**config.mk**
```make
export PLATFORM = sky130hd
export DESIGN_NAME = seg7_scan_ctrl
export DESIGN_NICKNAME = d
export VERILOG_FILES = /design/src/rtl/seg7_scan_ctrl.sv
export SDC_FILE = /design/constraint.sdc
export NUM_CORES = 1
export LEC_CHECK = 0
export ABC_AREA = 1
export BUFFER_PORTS_ARGS = -buffer_cell sky130_fd_sc_hd__clkbuf_2
export CORE_AREA = 2 2 99 101
export CTS_BUF_LIST = sky130_fd_sc_hd__clkbuf_8
export CTS_CLUSTER_DIAMETER = 200
export DETAILED_ROUTE_END_ITERATION = 6
export DIE_AREA = 0 0 101 103
export GPL_ROUTABILITY_DRIVEN = 0
export HOLD_SLACK_MARGIN = 0.06
export PLACE_DENSITY_LB_ADDON = 0.12
export SLEW_MARGIN = 40
export SYNTH_ARGS = -nofsm -noshare
export SYNTH_HDL_FRONTEND = slang
export SYNTH_SLANG_ARGS = --single-unit
```
**constraint.sdc**
```tcl
create_clock -name i_clk -period 2.97 [get_ports i_clk]
set_input_delay 0.4455 -clock i_clk [delete_from_list [all_inputs] [get_ports i_clk]]
set_output_delay 0.4455 -clock i_clk [all_outputs]
set_load 0.1 [all_outputs]
```
**src/rtl/seg7_scan_ctrl.sv**
```systemverilog
// Time-multiplexed scan controller for common-anode 7-segment digits behind a shared,
// 1-cycle registered hex decoder. Anodes light BLANK cycles after each digit change.
module seg7_scan_ctrl #(
  parameter int unsigned DIGITS = 4,
  parameter int unsigned SLOT   = 50000,
  parameter int unsigned BLANK  = 16
) (
  input  logic                  i_clk,
  input  logic                  i_rst_n,
  input  logic [4*DIGITS-1:0]   iv_value,
  input  logic                  i_load,
  input  logic [DIGITS-1:0]     iv_blank_mask,
  input  logic                  i_lz_blank,
  output logic [3:0]            ov_digit,
  output logic [DIGITS-1:0]     ov_anode,
  output logic                  o_frame
);

  localparam int unsigned IdxW = (DIGITS > 1) ? $clog2(DIGITS) : 1;
  localparam int unsigned CntW = (SLOT > 1) ? $clog2(SLOT) : 1;
  localparam logic [CntW-1:0] CntLast = CntW'(SLOT - 1);
  localparam logic [CntW-1:0] CntOn   = CntW'(BLANK);
  localparam logic [IdxW-1:0] IdxLast = IdxW'(DIGITS - 1);

  typedef enum logic [0:0] {StBlank, StOn} state_e;

  state_e              state_q, state_d;
  logic [CntW-1:0]     cnt_q, cnt_d;
  logic [IdxW-1:0]     idx_q, idx_d;
  logic                run_q;
  logic [4*DIGITS-1:0] pend_val_q, pend_val_d;
  logic [DIGITS-1:0]   pend_mask_q, pend_mask_d;
  logic                pend_vld_q, pend_vld_d;
  logic [4*DIGITS-1:0] shown_val_q, shown_val_d;
  logic [DIGITS-1:0]   shown_mask_q, shown_mask_d;
  logic [3:0]          digit_q, digit_d;
  logic [DIGITS-1:0]   anode_q, anode_d;
  logic                frame_q, frame_d;
  logic                enter;
  logic                frame_start;

  always_ff @(posedge i_clk or negedge i_rst_n) begin
    if (!i_rst_n) begin
      state_q      <= StBlank;
      cnt_q        <= '0;
      idx_q        <= '0;
      run_q        <= 1'b0;
      pend_val_q   <= '0;
      pend_mask_q  <= '0;
      pend_vld_q   <= 1'b0;
      shown_val_q  <= '0;
      shown_mask_q <= '0;
      digit_q      <= '0;
      anode_q      <= '1;
      frame_q      <= 1'b0;
    end else begin
      state_q      <= state_d;
      cnt_q        <= cnt_d;
      idx_q        <= idx_d;
      run_q        <= 1'b1;
      pend_val_q   <= pend_val_d;
      pend_mask_q  <= pend_mask_d;
      pend_vld_q   <= pend_vld_d;
      shown_val_q  <= shown_val_d;
      shown_mask_q <= shown_mask_d;
      digit_q      <= digit_d;
      anode_q      <= anode_d;
      frame_q      <= frame_d;
    end
  end

  // The first cycle out of reset enters slot 0 so the scan always opens with a frame pulse.
  always_comb begin
    state_d      = state_q;
    cnt_d        = cnt_q;
    idx_d        = idx_q;
    enter        = 1'b0;
    pend_val_d   = pend_val_q;
    pend_mask_d  = pend_mask_q;
    pend_vld_d   = pend_vld_q;
    shown_val_d  = shown_val_q;
    shown_mask_d = shown_mask_q;

    if (!run_q) begin
      cnt_d   = '0;
      idx_d   = '0;
      state_d = StBlank;
      enter   = 1'b1;
    end else if (cnt_q == CntLast) begin
      cnt_d   = '0;
      idx_d   = (idx_q == IdxLast) ? '0 : idx_q + 1'b1;
      state_d = StBlank;
      enter   = 1'b1;
    end else begin
      cnt_d   = cnt_q + 1'b1;
      state_d = (cnt_d == CntOn) ? StOn : state_q;
    end

    frame_start = enter && (idx_d == '0);

    if (frame_start && pend_vld_q) begin
      shown_val_d  = pend_val_q;
      shown_mask_d = pend_mask_q;
      pend_vld_d   = 1'b0;
    end
    // A load coinciding with the transfer is kept for the following frame.
    if (i_load) begin
      pend_val_d  = iv_value;
      pend_mask_d = iv_blank_mask;
      pend_vld_d  = 1'b1;
    end
  end

  logic [3:0] nib;
  logic       upper_nz;
  logic       mask_bit;
  logic       dark;

  always_comb begin
    nib      = '0;
    upper_nz = 1'b0;
    mask_bit = 1'b0;
    for (int i = 0; i < int'(DIGITS); i++) begin
      if (idx_d == IdxW'(i)) begin
        nib      = shown_val_d[4*i +: 4];
        mask_bit = shown_mask_d[i];
      end
      if ((IdxW'(i) >= idx_d) && (shown_val_d[4*i +: 4] != 4'h0)) begin
        upper_nz = 1'b1;
      end
    end
    // Leading-zero blanking never darkens digit 0.
    dark = mask_bit || (i_lz_blank && (idx_d != '0) && !upper_nz);

    digit_d = enter ? nib : digit_q;
    anode_d = '1;
    if ((state_d == StOn) && !dark) begin
      for (int i = 0; i < int'(DIGITS); i++) begin
        if (idx_d == IdxW'(i)) anode_d[i] = 1'b0;
      end
    end
    frame_d = frame_start;
  end

  assign ov_digit = digit_q;
  assign ov_anode = anode_q;
  assign o_frame  = frame_q;

endmodule

```
After elaboration in Yosys (flattened, before gate mapping)
Index checks and enable logic that the tools add are counted.
Word-level totals
  register bits: 70
  latch bits: 0
  memory bits (writable): 0
  ROM bits: 0
  input bits: 24
  output and inout bits: 9
  word-level logic and storage cells: 74
  memories: 0
Cells by class
  add/sub/neg operators: 2
  $mul: 0
  div/mod/pow operators: 0
  order comparisons: 4
  equality and inequality tests: 6
  shift-type cells: 0
  multiplexer cells: 31
  bitwise gates (word level): 0
  reduce and logical (&&, ||, !) cells: 19
Operators with widths (count)
  $mux W16: 3
  $mux W4: 6
  $mux W1: 19
  $add A16 B1 Y16 const B: 1
  $eq A16 B16 Y1 const B: 1
  $eq A16 B5 Y1 const B: 1
  $reduce_bool A4 Y1: 4
  $logic_and A1 B1 Y1: 9
  $eq A2 B2 Y1 const B: 3
  $mux W2: 3
  $ge A1 B2 Y1 const A: 2
  $ge A2 B2 Y1 const A: 2
  $reduce_bool A2 Y1: 2
  $add A2 B1 Y2 const B: 1
  $eq A2 B1 Y1 const B: 1
  $logic_not A1 Y1: 2
  $logic_not A2 Y1: 1
  $logic_or A1 B1 Y1: 1

Longest topological paths before layout
  word-level depth: 20
  mapped depth: 16
  depth with buffers taken out: 16

Worst setup path before layout
No wires, ideal clock.
  path kind: reg2reg
  start: register cnt_q[0]
  end: register anode_q[1], in the netlist ov_anode[1]
  library setup time: 0.093 ns
  arrival: 1.951 ns
  required time: 2.877 ns
  setup slack: 0.926 ns
  stages on the path, launching flop included: 16
  path buffers: 2
  period minus slack after synthesis: 2.044 ns
  cell sequence: dfrtp_1 -> ha_1 -> nand3_4 -> nor2_1 -> nand2_1 -> nand2_1 -> nand3_4 -> nand4_4 -> buf_6 -> buf_6 -> nand2_1 -> nand2_1 -> nand2_1 -> nand3_1 -> nor2_2 -> nand3_1
Between the ends
  elaborated cells on any way between the ends: 47
  classes of those cells: add/sub (1); order compare (4); eq/ne (5); mux (19); reduce/logical (18)
RTL lines
  from (decl): RTL line 28  | logic [CntW-1:0] cnt_q, cnt_d;
  from (signal assigned): RTL line 58  | cnt_q <= cnt_d;
  $eq A16 B16 Y1 (*): RTL line 89  | end else if (cnt_q == CntLast) begin
  $mux W2: RTL line 89
  $mux W2: RTL line 84  | if (!run_q) begin
  $logic_not A2 Y1: RTL line 99  | frame_start = enter && (idx_d == '0);
  $logic_and A1 B1 Y1 (*): RTL line 99
  $logic_and A1 B1 Y1 (*): RTL line 101  | if (frame_start && pend_vld_q) begin
  $mux W4 (*): RTL line 101
  net shown_mask_d[0]: RTL line 35  | logic [DIGITS-1:0] shown_mask_q, shown_mask_d;
  $mux W1 (*) (4 in a row): RTL line 124  | if (idx_d == IdxW'(i)) begin
  $logic_or A1 B1 Y1 (*): RTL line 133  | dark = mask_bit || (i_lz_blank && (idx_d != '0) && !upper_nz);
  $logic_not A1 Y1 (*): RTL line 137  | if ((state_d == StOn) && !dark) begin
  $logic_and A1 B1 Y1 (*): RTL line 137
  $mux W4 (*): RTL line 137
  net anode_d[1]: RTL line 37  | logic [DIGITS-1:0] anode_q, anode_d;
  to (signal assigned): RTL line 67  | anode_q <= anode_d;
  to (decl): RTL line 37
The timed path passes the listed nets; every way through them passes the cells marked *.
A chain may end at the register's enable or synchronous reset.

Worst setup path after layout
  start: register cnt_q[0]
  end: register anode_q[3], in the netlist ov_anode[3]
Between the ends
  elaborated cells on any way between the ends: 47
  classes of those cells: add/sub (1); order compare (4); eq/ne (5); mux (19); reduce/logical (18)
RTL lines
  $eq A16 B16 Y1 (*): RTL line 89
  $mux W2: RTL line 89
  $mux W2: RTL line 84
  $logic_not A2 Y1: RTL line 99
  $logic_and A1 B1 Y1 (*): RTL line 99
  net frame_d: RTL line 38  | logic frame_q, frame_d;
  $logic_and A1 B1 Y1 (*): RTL line 101
  $mux W16 (*): RTL line 101
  net shown_val_d[8]: RTL line 34  | logic [4*DIGITS-1:0] shown_val_q, shown_val_d;
  [... 2 more ...]
  $mux W1 (*) (2 in a row): RTL line 128  | if ((IdxW'(i) >= idx_d) && (shown_val_d[4*i +: 4] != 4'h0)) begin
  $logic_not A1 Y1 (*): RTL line 133
  $logic_and A1 B1 Y1 (*): RTL line 133
  $logic_or A1 B1 Y1 (*): RTL line 133
  $logic_not A1 Y1 (*): RTL line 137
  $logic_and A1 B1 Y1 (*): RTL line 137
  $mux W4 (*): RTL line 137
  net anode_d[3]: RTL line 37
Marks and branches as above.

==> run_results.csv <==
group,metric,value,unit
timing,min_period,2.60,ns
cells_and_area,area_delta_synth_final,16.9,%
routing,vias,2467,
logic_synthesis,avgSynthCellArea,8.38,sq um
logic_synthesis,syn-num-nets,410,
logic_synthesis,yosysSeqAreaShare,0.546,
clock_network,htree_levels,3,
run_status,status,"finished clean",
grt,grt_max_degree,40,
critical_path,rr_worst_depth,15,
grt,grt_usage,0.158,
logic_synthesis,ys_ff_latch,70,
clock_network,tritoncts,"yes",
timing,relSlewSlack,0.634,
timing,clock.fmax,0.385,GHz
routing,drt_iter0_drc,136,
routing,route.detailed.drc,0,
logic_synthesis,yosysTopAreaCell,"dfrtp_1",
timing,hold_viol,0,
placed_design,port_buffers,32,
logic_synthesis,synth_area,3220,sq um
grt,antenna_found_initial,0,
timing,finalSetupViolCount,0,
clock_network,clkTransAtPathRegs,0.08,ns
clock_network,clock_latency,0.35,ns
clock_network,root_buffer,"clkbuf_8",
critical_path,endpoint_kind,"flip-flop",
critical_path,crit_required,3.23,ns
die,fp.coreArea,9460,sq um
clock_network,cts_hold_buf,0,
min_path,hold_class,"input port to async pin",
clock_network,cts-buffers-inserted,9,
cells_and_area,fin_nets,448,
routing,routedWlPerCell,13.2,um
timing,post-route-period-util,0.875,
cells_and_area,final_cell_area,3760,sq um
logic_synthesis,ys_types,30,
die,ios,33,
timing,setup_ws,0.370,ns
cells_and_area,drive_gt1_frac,0.159,
timing,setup_tns,0,ns
timing,rsz0062_at_grt,"false",
critical_path,worstPathMaxFanout,16,
grt,grt_first_pass_wirelength,12700,um
placed_design,hpwl,5220,um
routing,ant_nets,0,
clock_network,postCtsSetupRepairBufs,0,
grt,grt_pass1_vias,2576,
grt,overflow,0,
timing,skew,0.0115,ns
critical_path,reg2reg_setup_slack,0.37,ns
job,maxCapViolCount,0,
clock_network,post_cts_resized,0,
critical_path,worst_ep_arrival_time,2.86,ns
timing,worst_hold_slack,0.0417,ns
timing,worstMarginPinSlew,0.552,ns
critical_path,path_class,"flip-flop to flip-flop",
placed_design,post-place-ws,0.356,ns
routing,vias_per_cell,4.56,
routing,finalWirelength,7130,um
critical_path,r2r_start,"cnt_q[0]$_DFF_PN0_",
logic_synthesis,synth.area.top_cells,"dfrtp_1 51%, nand2_1 15%, nor2_1 5.7%",
placed_design,place_area,3500,sq um
cells_and_area,diodes,0,
critical_path,crit_start,"cnt_q[0]$_DFF_PN0_",
routing,first_pass_iters,4,
die,start_util,0.340,
die,rows,36,
critical_path,r2r_end,"ov_anode[3]$_DFF_PN1_",
power_and_ir_drop,power.density,616,nW/um^2
critical_path,critPathLaunchType,"flip-flop",
die,die_w,101,um
power_and_ir_drop,peakVddDrop,0.000209,V
clock_network,clockBufferDepth,2,
logic_synthesis,synth_top_area_share,0.513,
power_and_ir_drop,total_power,2.32,mW
die,die_area,10400,sq um
power_and_ir_drop,power_leakage,1.90,nW
clock_network,clock_sinks,70,
die,die_h,103,um
logic_synthesis,ys_warn_count,0,
logic_synthesis,synthCells,384,
timing,slew_viol_final,0,
-- synthesized netlist by cell type, drive strengths merged --
library cell    n
nand4           4
nand2         129
a21oi           3
o211ai          1
conb            1
nor3            2
buf             3
dfrtp          66
clkbuf          5
ha              2
o21ai          29
xor2           10
xnor2           2
nand3          27
nor2           53
dfstp           4
a31oi           1
inv            40
o21bai          1
o21a            1
-- area by class of cell --
cell class / instances / area [sq um]
fillers: 974 / 5700
clock inverters: 5 / 104
repair buffers: 35 / 198
flip-flops and latches: 70 / 1760
multi-input cells: 266 / 1260
well taps: 114 / 143
inverters: 40 / 150
clock buffers: 11 / 151
-- sequential cells by signal, summed over array words and instances (netlist names) --
name	count
pend_val_q	16
ov_anode	4
ov_digit	4
pend_mask_q	4
o_frame	1
cnt_q	16
shown_val_q	16
shown_mask_q	4
pend_vld_q	1
idx_q	2
run_q	1
state_q	1
-- worst max-delay path, stage by stage (launching register included) --
cell     delay [ns]
dfrtp_1        0.43
ha_1           0.28
nand3_4        0.14
nor2_1         0.12
nand2_1        0.10
nand2_2        0.11
buf_4          0.23
inv_1          0.19
nor2_4         0.19
nand3_1        0.15
nand2_1        0.12
nor2_1         0.05
nand2_1        0.07
nand2_1        0.04
nand3_1        0.15
nand3_1        0.11
-- report_power, final --
part | internal, mW | switching, mW
Sequential | 1.03 | 0.0351
Combinational | 0.0715 | 0.201
Clock | 0.606 | 0.373
Total | 1.71 | 0.610
-- kinds of logic (layout without fill, tap and decap cells) --
logic type / after synthesis / after routing / share of synthesized area
and+or+nand+nor: 215 / 215 / 0.289
DFF: 70 / 70 / 0.546
buffers and inverters: 48 / 91 / 0.0630
AOI/OAI and AO/OA: 36 / 36 / 0.0599
xor gates and xnor gates: 12 / 12 / 0.0327
adders and majority gates: 2 / 2 / 0.00778
other: 1 / 1 / 0.00117
-- placed cells by master (no fill, tap or decap), drive strengths merged --
cell / synthesis / layout
o21bai: 1 / 1
dfstp: 4 / 4
o21a: 1 / 1
nor2: 53 / 53
conb: 1 / 1
bufinv: 0 / 3
nand4: 4 / 4
xnor2: 2 / 2
inv: 40 / 41
o21ai: 29 / 29
nand3: 27 / 27
clkbuf: 5 / 42
nand2: 129 / 129
clkinv: 0 / 1
buf: 3 / 4
a31oi: 1 / 1
nor3: 2 / 2
o211ai: 1 / 1
dfrtp: 66 / 66
ha: 2 / 2
a21oi: 3 / 3
xor2: 10 / 10
-- metrics by stage --
| step | utilization | std cells |
|---|---|---|
| after CTS | 0.397 | 541 |
| after global routing | 0.397 | 541 |
| after global placement | 0.370 | 525 |
| after floorplan | - | 384 |
| final | 0.397 | 541 |
| after detailed placement | 0.370 | 525 |
-- layer usage --
layer	vias to the layer above	global-route usage	wire length, um
li1	1269	-	-
met1	1152	0.206	3480
met2	36	0.259	3320
met4	0	0.0655	134
met3	10	0.0312	188
met5	-	0	0
-- worst max-delay path by stage --
stage | to | slack [ns]
after global placement | ov_anode[2]$_DFF_PN1_ | 0.41
after CTS | ov_anode[2]$_DFF_PN1_ | 0.33
final | ov_anode[3]$_DFF_PN1_ | 0.37
after global routing | ov_anode[2]$_DFF_PN1_ | 0.07
after detailed placement | ov_anode[2]$_DFF_PN1_ | 0.36
after floorplan | ov_anode[1]$_DFF_PN1_ | 0.93
Power figures use the tool's default switching activity.
